### src/rtl/rom_port_arbiter.sv
// -----------------------------------------------------------------------------
// rom_port_arbiter
//
// Lets NUM_REQ requesters share the single read port of the password ROM,
// for example the login check, the password-change path and the RNG/challenge
// logic. Requests are served one at a time in round-robin order. The
// arbiter drives the ROM address and waits ROM_LAT cycles for the read. It
// then returns the captured word to the requester that won the grant.
//
// Compile-time option:
//   ROM_ARB_FIXED_PRIO_EN - when defined, the lowest-index requester always
//                           wins and the round-robin pointer is ignored.
//                           Timing is the same as the default build.
//
// Ports:
//   clock      in   system clock, all logic on posedge
//   rst        in   synchronous reset, active-high
//   req        in   [NUM_REQ]          per-requester read request level
//   req_addr   in   [NUM_REQ*ADDR_W]   requester i at [i*ADDR_W +: ADDR_W]
//   gnt        out  [NUM_REQ]          one-hot, one-cycle grant pulse
//   rsp_valid  out  [NUM_REQ]          one-hot, one-cycle response pulse
//   rsp_data   out  [DATA_W]           captured ROM word, held after the pulse
//   rom_addr   out  [ADDR_W]           registered ROM address
//   rom_data   in   [DATA_W]           ROM read data
//   owner      out  [clog2(NUM_REQ)]   current / last granted requester
//   busy       out  high while waiting for the ROM
// -----------------------------------------------------------------------------
module rom_port_arbiter #(
  parameter int NUM_REQ = 3,
  parameter int ADDR_W  = 3,
  parameter int DATA_W  = 16,
  parameter int ROM_LAT = 2
) (
  input  logic                      clock,
  input  logic                      rst,
  input  logic [NUM_REQ-1:0]        req,
  input  logic [NUM_REQ*ADDR_W-1:0] req_addr,
  output logic [NUM_REQ-1:0]        gnt,
  output logic [NUM_REQ-1:0]        rsp_valid,
  output logic [DATA_W-1:0]         rsp_data,
  output logic [ADDR_W-1:0]         rom_addr,
  input  logic [DATA_W-1:0]         rom_data,
  output logic [$clog2(NUM_REQ)-1:0] owner,
  output logic                      busy
);

  localparam int OW = $clog2(NUM_REQ);
  localparam int CW = 3;
  localparam logic [CW-1:0]      LAT_LAST = CW'(ROM_LAT - 1);
  localparam logic [NUM_REQ-1:0] ONE_HOT0 = NUM_REQ'(1);
  localparam logic [OW-1:0]      RR_RESET = OW'(NUM_REQ - 1);

  typedef enum logic [1:0] {
    S_IDLE = 2'd0,
    S_WAIT = 2'd1,
    S_RESP = 2'd2
  } state_t;

  state_t              r_state;
  state_t              w_state_nxt;
  logic [NUM_REQ-1:0]  r_gnt, w_gnt_nxt;
  logic [NUM_REQ-1:0]  r_rsp_valid, w_rsp_valid_nxt;
  logic [DATA_W-1:0]   r_rsp_data, w_rsp_data_nxt;
  logic [ADDR_W-1:0]   r_rom_addr, w_rom_addr_nxt;
  logic [OW-1:0]       r_owner, w_owner_nxt;
  logic                r_busy, w_busy_nxt;
  logic [OW-1:0]       r_rr_ptr, w_rr_ptr_nxt;
  logic [CW-1:0]       r_lat_cnt, w_lat_cnt_nxt;

  logic                w_found;
  logic [OW-1:0]       w_win;
  logic [OW-1:0]       w_idx;

  // Winner selection among the currently asserted requests.
  always_comb begin
    w_found = 1'b0;
    w_win   = '0;
    w_idx   = '0;
`ifdef ROM_ARB_FIXED_PRIO_EN
    // Scan downward so the lowest set index is the last one written.
    for (int k = NUM_REQ - 1; k >= 0; k--) begin
      w_idx = OW'(k);
      if (req[w_idx]) begin
        w_found = 1'b1;
        w_win   = w_idx;
      end else begin
        w_found = w_found;
      end
    end
`else
    // Search starts just after the last winner, so that winner ends up last.
    for (int k = 1; k <= NUM_REQ; k++) begin
      w_idx = OW'((int'(r_rr_ptr) + k) % NUM_REQ);
      if (!w_found && req[w_idx]) begin
        w_found = 1'b1;
        w_win   = w_idx;
      end else begin
        w_found = w_found;
      end
    end
`endif
  end

  // Next-state and next-output logic for the arbitration FSM.
  always_comb begin
    w_state_nxt     = r_state;
    w_gnt_nxt       = '0;
    w_rsp_valid_nxt = '0;
    w_rsp_data_nxt  = r_rsp_data;
    w_rom_addr_nxt  = r_rom_addr;
    w_owner_nxt     = r_owner;
    w_busy_nxt      = r_busy;
    w_rr_ptr_nxt    = r_rr_ptr;
    w_lat_cnt_nxt   = r_lat_cnt;
    case (r_state)
      S_IDLE: begin
        if (w_found) begin
          w_gnt_nxt      = ONE_HOT0 << w_win;
          w_rom_addr_nxt = req_addr[w_win*ADDR_W +: ADDR_W];
          w_owner_nxt    = w_win;
`ifdef ROM_ARB_FIXED_PRIO_EN
          w_rr_ptr_nxt   = r_rr_ptr;
`else
          w_rr_ptr_nxt   = w_win;
`endif
          w_lat_cnt_nxt  = '0;
          w_busy_nxt     = 1'b1;
          w_state_nxt    = S_WAIT;
        end else begin
          w_state_nxt = S_IDLE;
        end
      end
      S_WAIT: begin
        w_lat_cnt_nxt = r_lat_cnt + 3'd1;
        if (r_lat_cnt == LAT_LAST) begin
          w_state_nxt = S_RESP;
        end else begin
          w_state_nxt = S_WAIT;
        end
      end
      S_RESP: begin
        // rom_addr has been stable for ROM_LAT cycles, so rom_data is valid now.
        w_rsp_data_nxt  = rom_data;
        w_rsp_valid_nxt = ONE_HOT0 << r_owner;
        w_busy_nxt      = 1'b0;
        w_state_nxt     = S_IDLE;
      end
      default: begin
        w_busy_nxt  = 1'b0;
        w_state_nxt = S_IDLE;
      end
    endcase
  end

  // State and output registers; reset discards any in-flight read.
  always_ff @(posedge clock) begin
    if (rst) begin
      r_state     <= S_IDLE;
      r_gnt       <= '0;
      r_rsp_valid <= '0;
      r_rsp_data  <= '0;
      r_rom_addr  <= '0;
      r_owner     <= '0;
      r_busy      <= 1'b0;
      r_rr_ptr    <= RR_RESET;
      r_lat_cnt   <= '0;
    end else begin
      r_state     <= w_state_nxt;
      r_gnt       <= w_gnt_nxt;
      r_rsp_valid <= w_rsp_valid_nxt;
      r_rsp_data  <= w_rsp_data_nxt;
      r_rom_addr  <= w_rom_addr_nxt;
      r_owner     <= w_owner_nxt;
      r_busy      <= w_busy_nxt;
      r_rr_ptr    <= w_rr_ptr_nxt;
      r_lat_cnt   <= w_lat_cnt_nxt;
    end
  end

  assign gnt       = r_gnt;
  assign rsp_valid = r_rsp_valid;
  assign rsp_data  = r_rsp_data;
  assign rom_addr  = r_rom_addr;
  assign owner     = r_owner;
  assign busy      = r_busy;

endmodule

### config.mk
export PLATFORM = sky130hd
export DESIGN_NAME = rom_port_arbiter
export DESIGN_NICKNAME = d
export VERILOG_FILES = /design/src/rtl/rom_port_arbiter.sv
export SDC_FILE = /design/constraint.sdc
export NUM_CORES = 1
export LEC_CHECK = 0
export CELL_PAD_IN_SITES_DETAIL_PLACEMENT = 1
export CELL_PAD_IN_SITES_GLOBAL_PLACEMENT = 2
export CORE_MARGIN = 1
export CORE_UTILIZATION = 23
export DETAILED_ROUTE_END_ITERATION = 12
export PLACE_DENSITY_LB_ADDON = 0.1
export SLEW_MARGIN = 20
export SYNTH_ARGS = -nofsm -noshare
export SYNTH_HDL_FRONTEND = slang
export SYNTH_SLANG_ARGS = --single-unit
### constraint.sdc
create_clock -name clock -period 2.36 [get_ports clock]
set_clock_uncertainty 0.1 [all_clocks]
set_input_delay 0.354 -clock clock [delete_from_list [all_inputs] [get_ports clock]]
set_output_delay 0.354 -clock clock [all_outputs]
set_load 0.01 [all_outputs]
======== After elaboration in Yosys (flattened, before gate mapping) ========
Index checks and enable logic that the tools add are counted.
storage, ports and cells
  flip-flop bits (word level) ............. 35
  bits of input ports ..................... 30
  logic and storage cells ................. 61
  output and inout bits ................... 28
operators by class
  multiplexer cells ....................... 19
  magnitude comparators ................... 3
  reductions and logical operators ........ 11
  divide/modulo/power cells ............... 3
  add/subtract/negate cells ............... 4
  multipliers ............................. 1
  shift operators ......................... 3
  bitwise operators ....................... 4
  equal/unequal tests ..................... 4
operators by type and width
  kind                                                        number
  modulo 32 x 3 -> 32 bit, second input constant              3
  less-than comparator 2 x 3 -> 1 bit, second input constant  3
  variable part select 9 x 5 -> 3 bit                         1
  two-way mux 1 bit                                           8
  two-way mux 2 bit                                           4
  adder 2 x 2 -> 3 bit, second input constant                 2
  binary-select mux 1 bit (select 2 bit)                      3
  one-hot mux 3 bit (2 select lines)                          1
  AND reduction 2 bit                                         3
  << shifter 1 x 2 -> 3 bit, first input constant             2
  multiplier 2 x 2 -> 4 bit, second input constant            1
  NOT 1 bit                                                   4
  one-hot mux 2 bit (2 select lines)                          1
  adder 2 x 1 -> 3 bit, second input constant                 1
  adder 3 x 1 -> 3 bit, second input constant                 1
  == test 3 x 1 -> 1 bit, second input constant               1
  two-way mux 3 bit                                           1
  OR reduction 3 bit                                          1
  == test 2 x 1 -> 1 bit, second input constant               1
  == test 2 bit, second input constant                        1
  logical AND 1 bit                                           2
  zero test 1 bit                                             2
  zero test 2 bit                                             1
  != test 2 bit, second input constant                        1
  other kinds (3)                                             3

======== Longest topological paths before layout ========
Gate-level depths: netlist of the first run.
  depth after elaboration ................. 13
  gate-level depth with buffers ........... 8
  gate-level depth less buffers ........... 7

======== Worst setup path before layout of the first run ========
No wires, ideal clock.
  path type ............................... register to register
  start point ............................. register owner[0] (netlist name)
  end point ............................... register r_rom_addr[0] (netlist: rom_addr[0])
  cell stages (with the launch flop) ...... 9
  required time ........................... 2.127 ns
  setup slack ............................. 0.047 ns
  period minus slack after synthesis ...... 2.313 ns
  data arrival time ....................... 2.081 ns
  buffers on the path ..................... 1
  setup time .............................. 0.133 ns
  path through ............................ dfxtp_1 > inv_1 > ha_1 > buf_6 > mux2_4 > mux2_4 > o31ai_4 > a311o_2 > o221ai_1
RTL lines
  what                  line  source
  to (signal assigned)  172   r_rom_addr <= w_rom_addr_nxt;
  to (decl)             64    logic [ADDR_W-1:0] r_rom_addr, w_rom_addr_nxt;

==> results of run 1 <==
-- repair_timing --
item                       in CTS  in global routing
setup endpoints to repair       0                  4
gates resized for setup         0                  3
setup buffers                   0                  1
-- power breakdown --
part | total (W) | switching, W | leakage [nW] | internal (W)
Combinational | 0.00144 | 0.000713 | 0.574 | 0.000725
Sequential | 0.000746 | 0.0000732 | 0.276 | 0.000673
Clock | 0.000558 | 0.000220 | 0.0573 | 0.000338
Total | 0.00274 | 0.00101 | 0.908 | 0.00174
-- cell families after synthesis --
group	Yosys count	share of synthesized area (%)
muxes	8	5.71
buffers and inverters	18	5.25
and+or+nand+nor	78	24.2
AOI/OAI and AO/OA	40	18.1
adders and majority gates	6	4.63
DFF	34	42.0
-- worst min-delay path: cells and delay by family, from the launching register on --
kind            cells  cell delay [ps]
flops               1              310
compound gates      1               50
simple gates        1               50
-- per-layer routing --
metal / wire [µm] / GRT usage [%] / part of all wire, %
met1: 2310 / 18.1 / 48
met2: 2180 / 21.9 / 46
met3: 231 / 3.27 / 4.8
met4: 45 / 4.70 / 0.94
met5: 0 / 0 / 0
-- per-stage QoR --
step                total power, W  util (%)  TNS [ps]  area [µm²]
floorplan                  0.00165         -         0        1620
global placement           0.00216      34.8     -26.5        2360
detailed placement         0.00217      34.8     -94.6        2360
CTS                        0.00274      36.4         0        2470
global route               0.00295      36.7     -64.4        2490
finish                     0.00274      36.7         0        2490
-- cells in the final DEF (no fill, tap or decap), types with 2 or more instances in the layout --
master / n
a21oi_1: 23
buf_4: 16
clkbuf_8: 6
clkdlybuf4s50_1: 57
dfxtp_1: 34
ha_1: 5
inv_1: 6
mux2_2: 2
mux2_4: 2
mux2i_1: 4
nand2_1: 39
nand2b_1: 4
nand3b_1: 6
nand4_1: 2
nor2_1: 8
nor2b_1: 5
nor3_1: 2
nor4_1: 2
nor4b_1: 2
o221ai_1: 2
-- registers in the layout, indices dropped and copies added (netlist names) --
name,count
rsp_data,16
gnt,3
r_lat_cnt,3
rom_addr,3
rsp_valid,3
owner,2
r_state,2
busy,1
r_rr_ptr,1
-- worst min path at each step --
stage                                end  cells after the start
2_1_floorplan      r_state[1]$_SDFF_PP0_                      1
3_3_place_gp    rsp_data[2]$_SDFFE_PP0N_                      2
3_5_place_dp   rsp_data[15]$_SDFFE_PP0N_                      2
4_1_cts        rsp_data[15]$_SDFFE_PP0N_                      2
5_1_grt         rsp_data[6]$_SDFFE_PP0N_                      2
6_report        rsp_data[9]$_SDFFE_PP0N_                      2
-- cell type report --
type,instances,area [µm²]
inverters,6,22.5
flip-flops and latches,34,681
clock inverters,1,30.0
fillers,782,4300
repair buffers,73,691
clock buffers,6,82.6
well taps,96,120
multi-input cells,132,868
==> metrics.md, run 1 <==
| Metric | Value |
|---|---|
| Outcome | `completed` |
| Cell Count, Final, Fillers Out | `348` |
| Slowest CP cell | `a311o_2` |
| CTS tree | `yes` |
| Actual slew at the worst max-slew pin | `793 ps` |
| Post-DRT Antenna Nets | `0` |
| CTS clk-pin slew, worst paths | `70 ps` |
| Antenna violations before repair | `0` |
| Port bufs | `57` |
| CP Buf/Inv Count | `3` |
| Drt wl/cell | `about 14 µm` |
| Hold Buf Count CTS | `0` |
| Mapped cell area | `1620 µm²` |
| Worst setup SP type | `register` |
| Yosys reg bits | `34` |
| Critical Path RT | `approximately 2500 ps` |
| First-pass GRT wire length | `7870 µm` |
| HP Start | `rsp_data[9]$_SDFFE_PP0N_` |
| Terminus of the critical flop-to-flop path | `rom_addr[1]$_SDFFE_PP0P_` |
| Synth top area share | `42.0%` |
| Worst Path Arrival | `2350 ps` |
| Unrepaired setup endpoints after global routing | `true` |
| Vias/cell | `4.40` |
| Max clock buf depth | `2` |
| Ports | `just under 60` |
| Max transition margin | `47.1%` |
| Tcrit/Tclk final | `95.4%` |
| Final worst slack | `109 ps` |
| Hold/Removal Path Class | `reg -> reg` |
| Final GP Congestion | `0.687` |
| Main synth FF type | `dfxtp_1` |
| CP Cell Sequence | `buf_4 -> ha_1 -> buf_4 -> mux2i_1 -> o21ai_2 -> buf_4 -> o31ai_4 -> a311o_2 -> o221ai_1` |
| Clock root cell | `clkbuf_8` |
| DIE HEIGHT | `approximately 86 µm` |
| Syn avg cell area | `8.81 µm²` |
| DRT iter0 DRCs | `73` |
| Share of layout cells above drive strength 1 | `15.1%` |
| Hpwl dp | `3500 µm` |
| Via count | `1,532` |
| Clock buffer count from CTS | `5` |
| Most Frequent Cell on Critical Path | `buf_4` |
| Total track usage | `13.7%` |
| H-tree depth | `2` |
| Final setup viols | `0` |
| Crit. End Element | `register` |
| Setup CP Type | `reg -> reg` |
| DIE AREA | `around 7400 µm²` |
| Cell family with most CP delay | `compound AO/OA/AOI/OAI gates` |
| DR pass1 iterations | `3` |
| Pins Over Slew Limit | `0` |
| Syn_nets | `220` |
| Cell with the most instances after synthesis | `nand2_1` |
| Leak | `0.908 nW` |
| Row count | `30` |
| Async SR Flop Fraction | `0%` |
| Die W | `85.9 µm` |
| Crit path max fanout | `8` |
| CP Launch Point | `owner[0]$_SDFFE_PP0P_` |
| Syn Inst Count | `184` |
| Max Fclk | `about 440 MHz` |
| Crit path depth | `9` |
| # clock sinks | `34` |
| PwrDens | `1100 nW/µm²` |
| EDFF count, synth | `0` |
| Worst vdd ir | `353 µV` |
| CP endpoint | `rom_addr[1]$_SDFFE_PP0P_` |
| Register area share after synthesis | `42.0%` |
| Endpoints failing hold | `0` |
| Largest net degree at the start of global routing | `20` |
| Yosys warns | `0` |
| Synth cell count leaders | `39 x nand2_1, 34 x dfxtp_1, 23 x a21oi_1` |
| Clk_lat worst skew | `290 ps` |
| Reg2reg start | `owner[0]$_SDFFE_PP0P_` |
| Nets | `roughly 290` |
| DP Cell Count | `340` |
| Worst Hold Slack | `355 ps` |
| Fin crit period | `2250 ps` |
| R2R setup slack | `between 100 and 150 ps` |
| Grt ovf | `0` |
| Initial Utilization | `23.8%` |
| Area grow syn2layout | `54.0%` |
| Reg2Reg Depth | `9` |
| Diodes inserted | `0` |
| Top cells by area, synth | `dfxtp_1 42%, nand2_1 9.0%, a21oi_1 7.1%` |
| Setup WS pre-CTS | `-32.9 ps` |
| Routed WL | `4770 µm` |
| Max Cap Viol | `0` |
| DRC viols | `0` |
| Area leader, netlist | `dfxtp_1` |
| Total core area | `6790 µm²` |
| Crit path largest cell delay | `410 ps` |
| Vias in the first global route | `1,581` |
| Yosys cell types | `44` |
No activity file was read; power rests on OpenSTA's default activity.
==> run 2, diff against run 1 <==
--- a/config.mk
+++ b/config.mk
@@ -5,13 +5,14 @@
 export SDC_FILE = /design/constraint.sdc
 export NUM_CORES = 1
 export LEC_CHECK = 0
+export ABC_AREA = 1
 export CELL_PAD_IN_SITES_DETAIL_PLACEMENT = 1
 export CELL_PAD_IN_SITES_GLOBAL_PLACEMENT = 2
 export CORE_MARGIN = 1
-export CORE_UTILIZATION = 23
+export CORE_UTILIZATION = 21
 export DETAILED_ROUTE_END_ITERATION = 12
 export PLACE_DENSITY_LB_ADDON = 0.1
-export SLEW_MARGIN = 20
+export SLEW_MARGIN = 10
 export SYNTH_ARGS = -nofsm -noshare
 export SYNTH_HDL_FRONTEND = slang
 export SYNTH_SLANG_ARGS = --single-unit
==> run 2 against run 1 <==
  * Synthesized cell count up 14%
  * Core utilization fell by 4.3 points
  * Critical path depth is 4 higher
  * Sequential share of layout area rose by 1.7 points
  * Non-clock buffer count decreased by 13
  * Final cell count rose by 6.3%
  * Synthesized area shrank 3.2%
  * First-iteration DRC count fell by 59%
  * Register-to-register slack improved by 150 ps
  * Die area is 5.9% higher
==> metrics.md, run 2 <==
| Metric | Value |
|---|---|
| Outcome | `completed` |
| Unrepaired setup endpoints after global routing | `false` |
| CP Cell Sequence | `inv_1 -> ha_2 -> inv_2 -> nand2_1 -> nand3_2 -> nand2_4 -> nand2_4 -> nor2_4 -> nand2_2 -> nand2_2 -> inv_2 -> nand3_1 -> a21oi_1` |
| Yosys cell types | `24` |
| Syn avg cell area | `7.47 µm²` |
| Reg2reg start | `owner[0]$_SDFFE_PP0P_` |
| Mux contribution to synthesized area | `0%` |
| Commonest non-fill, non-tap cell in the layout | `clkdlybuf4s50_1` |
| Post-synthesis adder-cell area fraction | `~4.8%` |
| Main synth FF type | `dfxtp_1` |
| Worst setup SP type | `register` |
| Row count | `31` |
| Post-DRT Antenna Nets | `0` |
| Synth cell count leaders | `41 x nor2_1, 34 x dfxtp_1, 24 x inv_1` |
| Vias/cell | `4.09` |
| Clock root cell | `clkbuf_8` |
| Reg2Reg Depth | `13` |
| Complex-gate fraction of the synthesized area | `about an eighth` |
| DIE HEIGHT | `88.4 µm` |
| DR pass1 iterations | `4` |
| Nets | `slightly above 300` |
| EDFF count, synth | `0` |
| Post CTS Setup Buffer Count | `0` |
| Fill cell count | `898` |
| HP Start | `r_state[1]$_SDFF_PP0_` |
| DRC viols | `0` |
| Terminus of the critical flop-to-flop path | `rom_addr[1]$_SDFFE_PP0P_` |
| Syn_nets | `about 250` |
| Final core occ | `~32%` |
| Actual slew at the worst max-slew pin | `487 ps` |
| Pint | `0.00143 W` |
| Diodes inserted | `0` |
| Crit path max fanout | `7` |
| Hold/Removal Path Class | `reg -> reg` |
| CTS tree | `yes` |
| Routed WL | `around 4500 µm` |
| Crit. End Element | `register` |
| Top cells by area, synth | `dfxtp_1 43%, nor2_1 9.8%, o21ai_0 7.3%` |
| Port bufs | `57` |
| Hpwl dp | `3440 µm` |
| First-pass GRT wire length | `7180 µm` |
| Fin crit period | `roughly 2100 ps` |
| Setup TNS Final | `0 ps` |
| Worst Hold End | `r_state[1]$_SDFF_PP0_` |
| Clk_lat worst skew | `280 ps` |
| Clock buffer count from CTS | `5` |
| Die W | `88.4 µm` |
| Worst vdd ir | `302 µV` |
| Pins Over Slew Limit | `0` |
| WHS Path Cells | `1` |
| Ports | `a little under 60` |
| Leak | `1.03 nW` |
| Worst Path Arrival | `2180 ps` |
| Final setup viols | `0` |
| Grt ovf | `0` |
| Max transition margin | `approximately 67%` |
| Tcrit/Tclk final | `around nine tenths` |
| Total core area | `7250 µm²` |
| Main combinational cell family by area after synthesis | `simple AND/OR/NAND/NOR gates` |
| Final GP Congestion | `0.692` |
| Final worst slack | `around 260 ps` |
| Cell with the most instances after synthesis | `nor2_1` |
| Endpoints failing hold | `0` |
| Slowest CP cell | `dfxtp_1` |
| Drt wl/cell | `12.1 µm` |
| CTS clk-pin slew, worst paths | `~70 ps` |
| Max clock buf depth | `2` |
| R2R setup slack | `260 ps` |
| Switching Share | `42.4%` |
| Max Cap Viol | `0` |
| Syn Inst Count | `210` |
| Crit path largest cell delay | `around 420 ps` |
| Setup CP Type | `reg -> reg` |
| Share of layout cells above drive strength 1 | `11.4%` |
| Synth top area share | `between 40% and 50%` |
| Comb pwr share | `approximately half` |
| Initial Utilization | `~22%` |
| Vias in the first global route | `1,499` |
| PwrDens | `1050 nW/µm²` |
| Yosys reg bits | `34` |
| DIE AREA | `7820 µm²` |
| Antenna violations before repair | `0` |
| Sequential power share | `31.0%` |
| # clock sinks | `34` |
| Largest net degree at the start of global routing | `18` |
| Sw power | `about 0.0010 W` |
| Total track usage | `12.2%` |
| Commonest non-fill, non-tap cells in the layout | `57 x clkdlybuf4s50_1, 41 x nor2_1, 34 x dfxtp_1, 24 x inv_1, 23 x o21ai_0` |
| Max reg flops | `16` |
| Max Fclk | `475 MHz` |
| Setup WS pre-CTS | `191 ps` |
| Area grow syn2layout | `49.9%` |
| Yosys warns | `0` |
| H-tree depth | `2` |
| Clock power share | `17.4%` |
| Register area share after synthesis | `a little over two fifths` |
| Async SR Flop Fraction | `0%` |
| Mapped cell area | `roughly 1600 µm²` |
| Via count | `1,514` |
| Area leader, netlist | `dfxtp_1` |
| Post-synthesis simple-gate area fraction | `30.5%` |
| DRT iter0 DRCs | `30` |
| Post-synthesis xor/xnor area fraction | `0%` |
| Critical Path RT | `2440 ps` |
[run 2: kinds of logic (layout without fill, tap and decap cells)]
| logic type | after synthesis | in the layout |
|---|---|---|
| adders and majority gates | 6 | 6 |
| AOI/OAI and AO/OA | 38 | 38 |
| buffers and inverters | 34 | 95 |
| DFF | 34 | 34 |
| and+or+nand+nor | 98 | 98 |
[run 2: repair_timing]
item                       CTS  global route
gates resized for setup      0             2
hold buffers                 0             0
setup endpoints to repair    0             1
[run 2: how the worst max path moves through the flow]
stage	startpoint	to	slack [ps]	depth (start not counted)
floorplan	owner[0]$_SDFFE_PP0P_	r_lat_cnt[1]$_SDFFE_PP0P_	450	9
global placement	owner[0]$_SDFFE_PP0P_	rom_addr[0]$_SDFFE_PP0P_	200	9
detailed placement	owner[0]$_SDFFE_PP0P_	rom_addr[0]$_SDFFE_PP0P_	190	9
CTS	owner[0]$_SDFFE_PP0P_	rom_addr[0]$_SDFFE_PP0P_	170	9
global route	owner[0]$_SDFFE_PP0P_	rom_addr[0]$_SDFFE_PP0P_	30	11
finish	owner[0]$_SDFFE_PP0P_	rom_addr[1]$_SDFFE_PP0P_	260	13
[run 2: layer usage]
layer	up-vias	routed length, µm	global-route usage [%]	part of all wire, %
li1	790	-	-	-
met1	688	2150	15.3	48
met2	29	2110	20.4	47
met3	7	160	2.99	3.6
met4	0	59	4.40	1.3
met5	-	0	0	0
[run 2: worst max-delay path, delay by kind of cell (launching register included)]
family	cells	cell delay (ps)
compound gates	1	70
flops	1	420
buf+inv	3	270
simple gates	8	700
fa+ha+maj	1	420
[run 2: per-stage QoR]
step	power (W)	cells	hold slack, ps	area [µm²]
2_1_floorplan	0.00164	210	327	1570
3_3_place_gp	0.00209	364	379	2260
3_5_place_dp	0.00207	364	385	2260
4_1_cts	0.00252	370	397	2350
5_1_grt	0.00270	370	419	2350
6_report	0.00248	370	394	2350
[run 2: layout make-up]
class	instances	area [µm²]	share of cell area (%)
inverters	29	109	4.63
flip-flops and latches	34	681	28.9
clock buffers	6	82.6	3.51
repair buffers	60	593	25.2
well taps	99	124	5.27
multi-input cells	142	763	32.4
[run 2: power groups by stage]
| stage | logic, W | registers [W] | clock network, W |
|---|---|---|---|
| finish | 0.00128 | 0.000767 | 0.000430 |
| global route | 0.00145 | 0.000781 | 0.000477 |
| detailed placement | 0.00129 | 0.000780 | 0 |
| CTS | 0.00130 | 0.000768 | 0.000452 |
| floorplan | 0.000833 | 0.000803 | 0 |
| global placement | 0.00131 | 0.000780 | 0 |
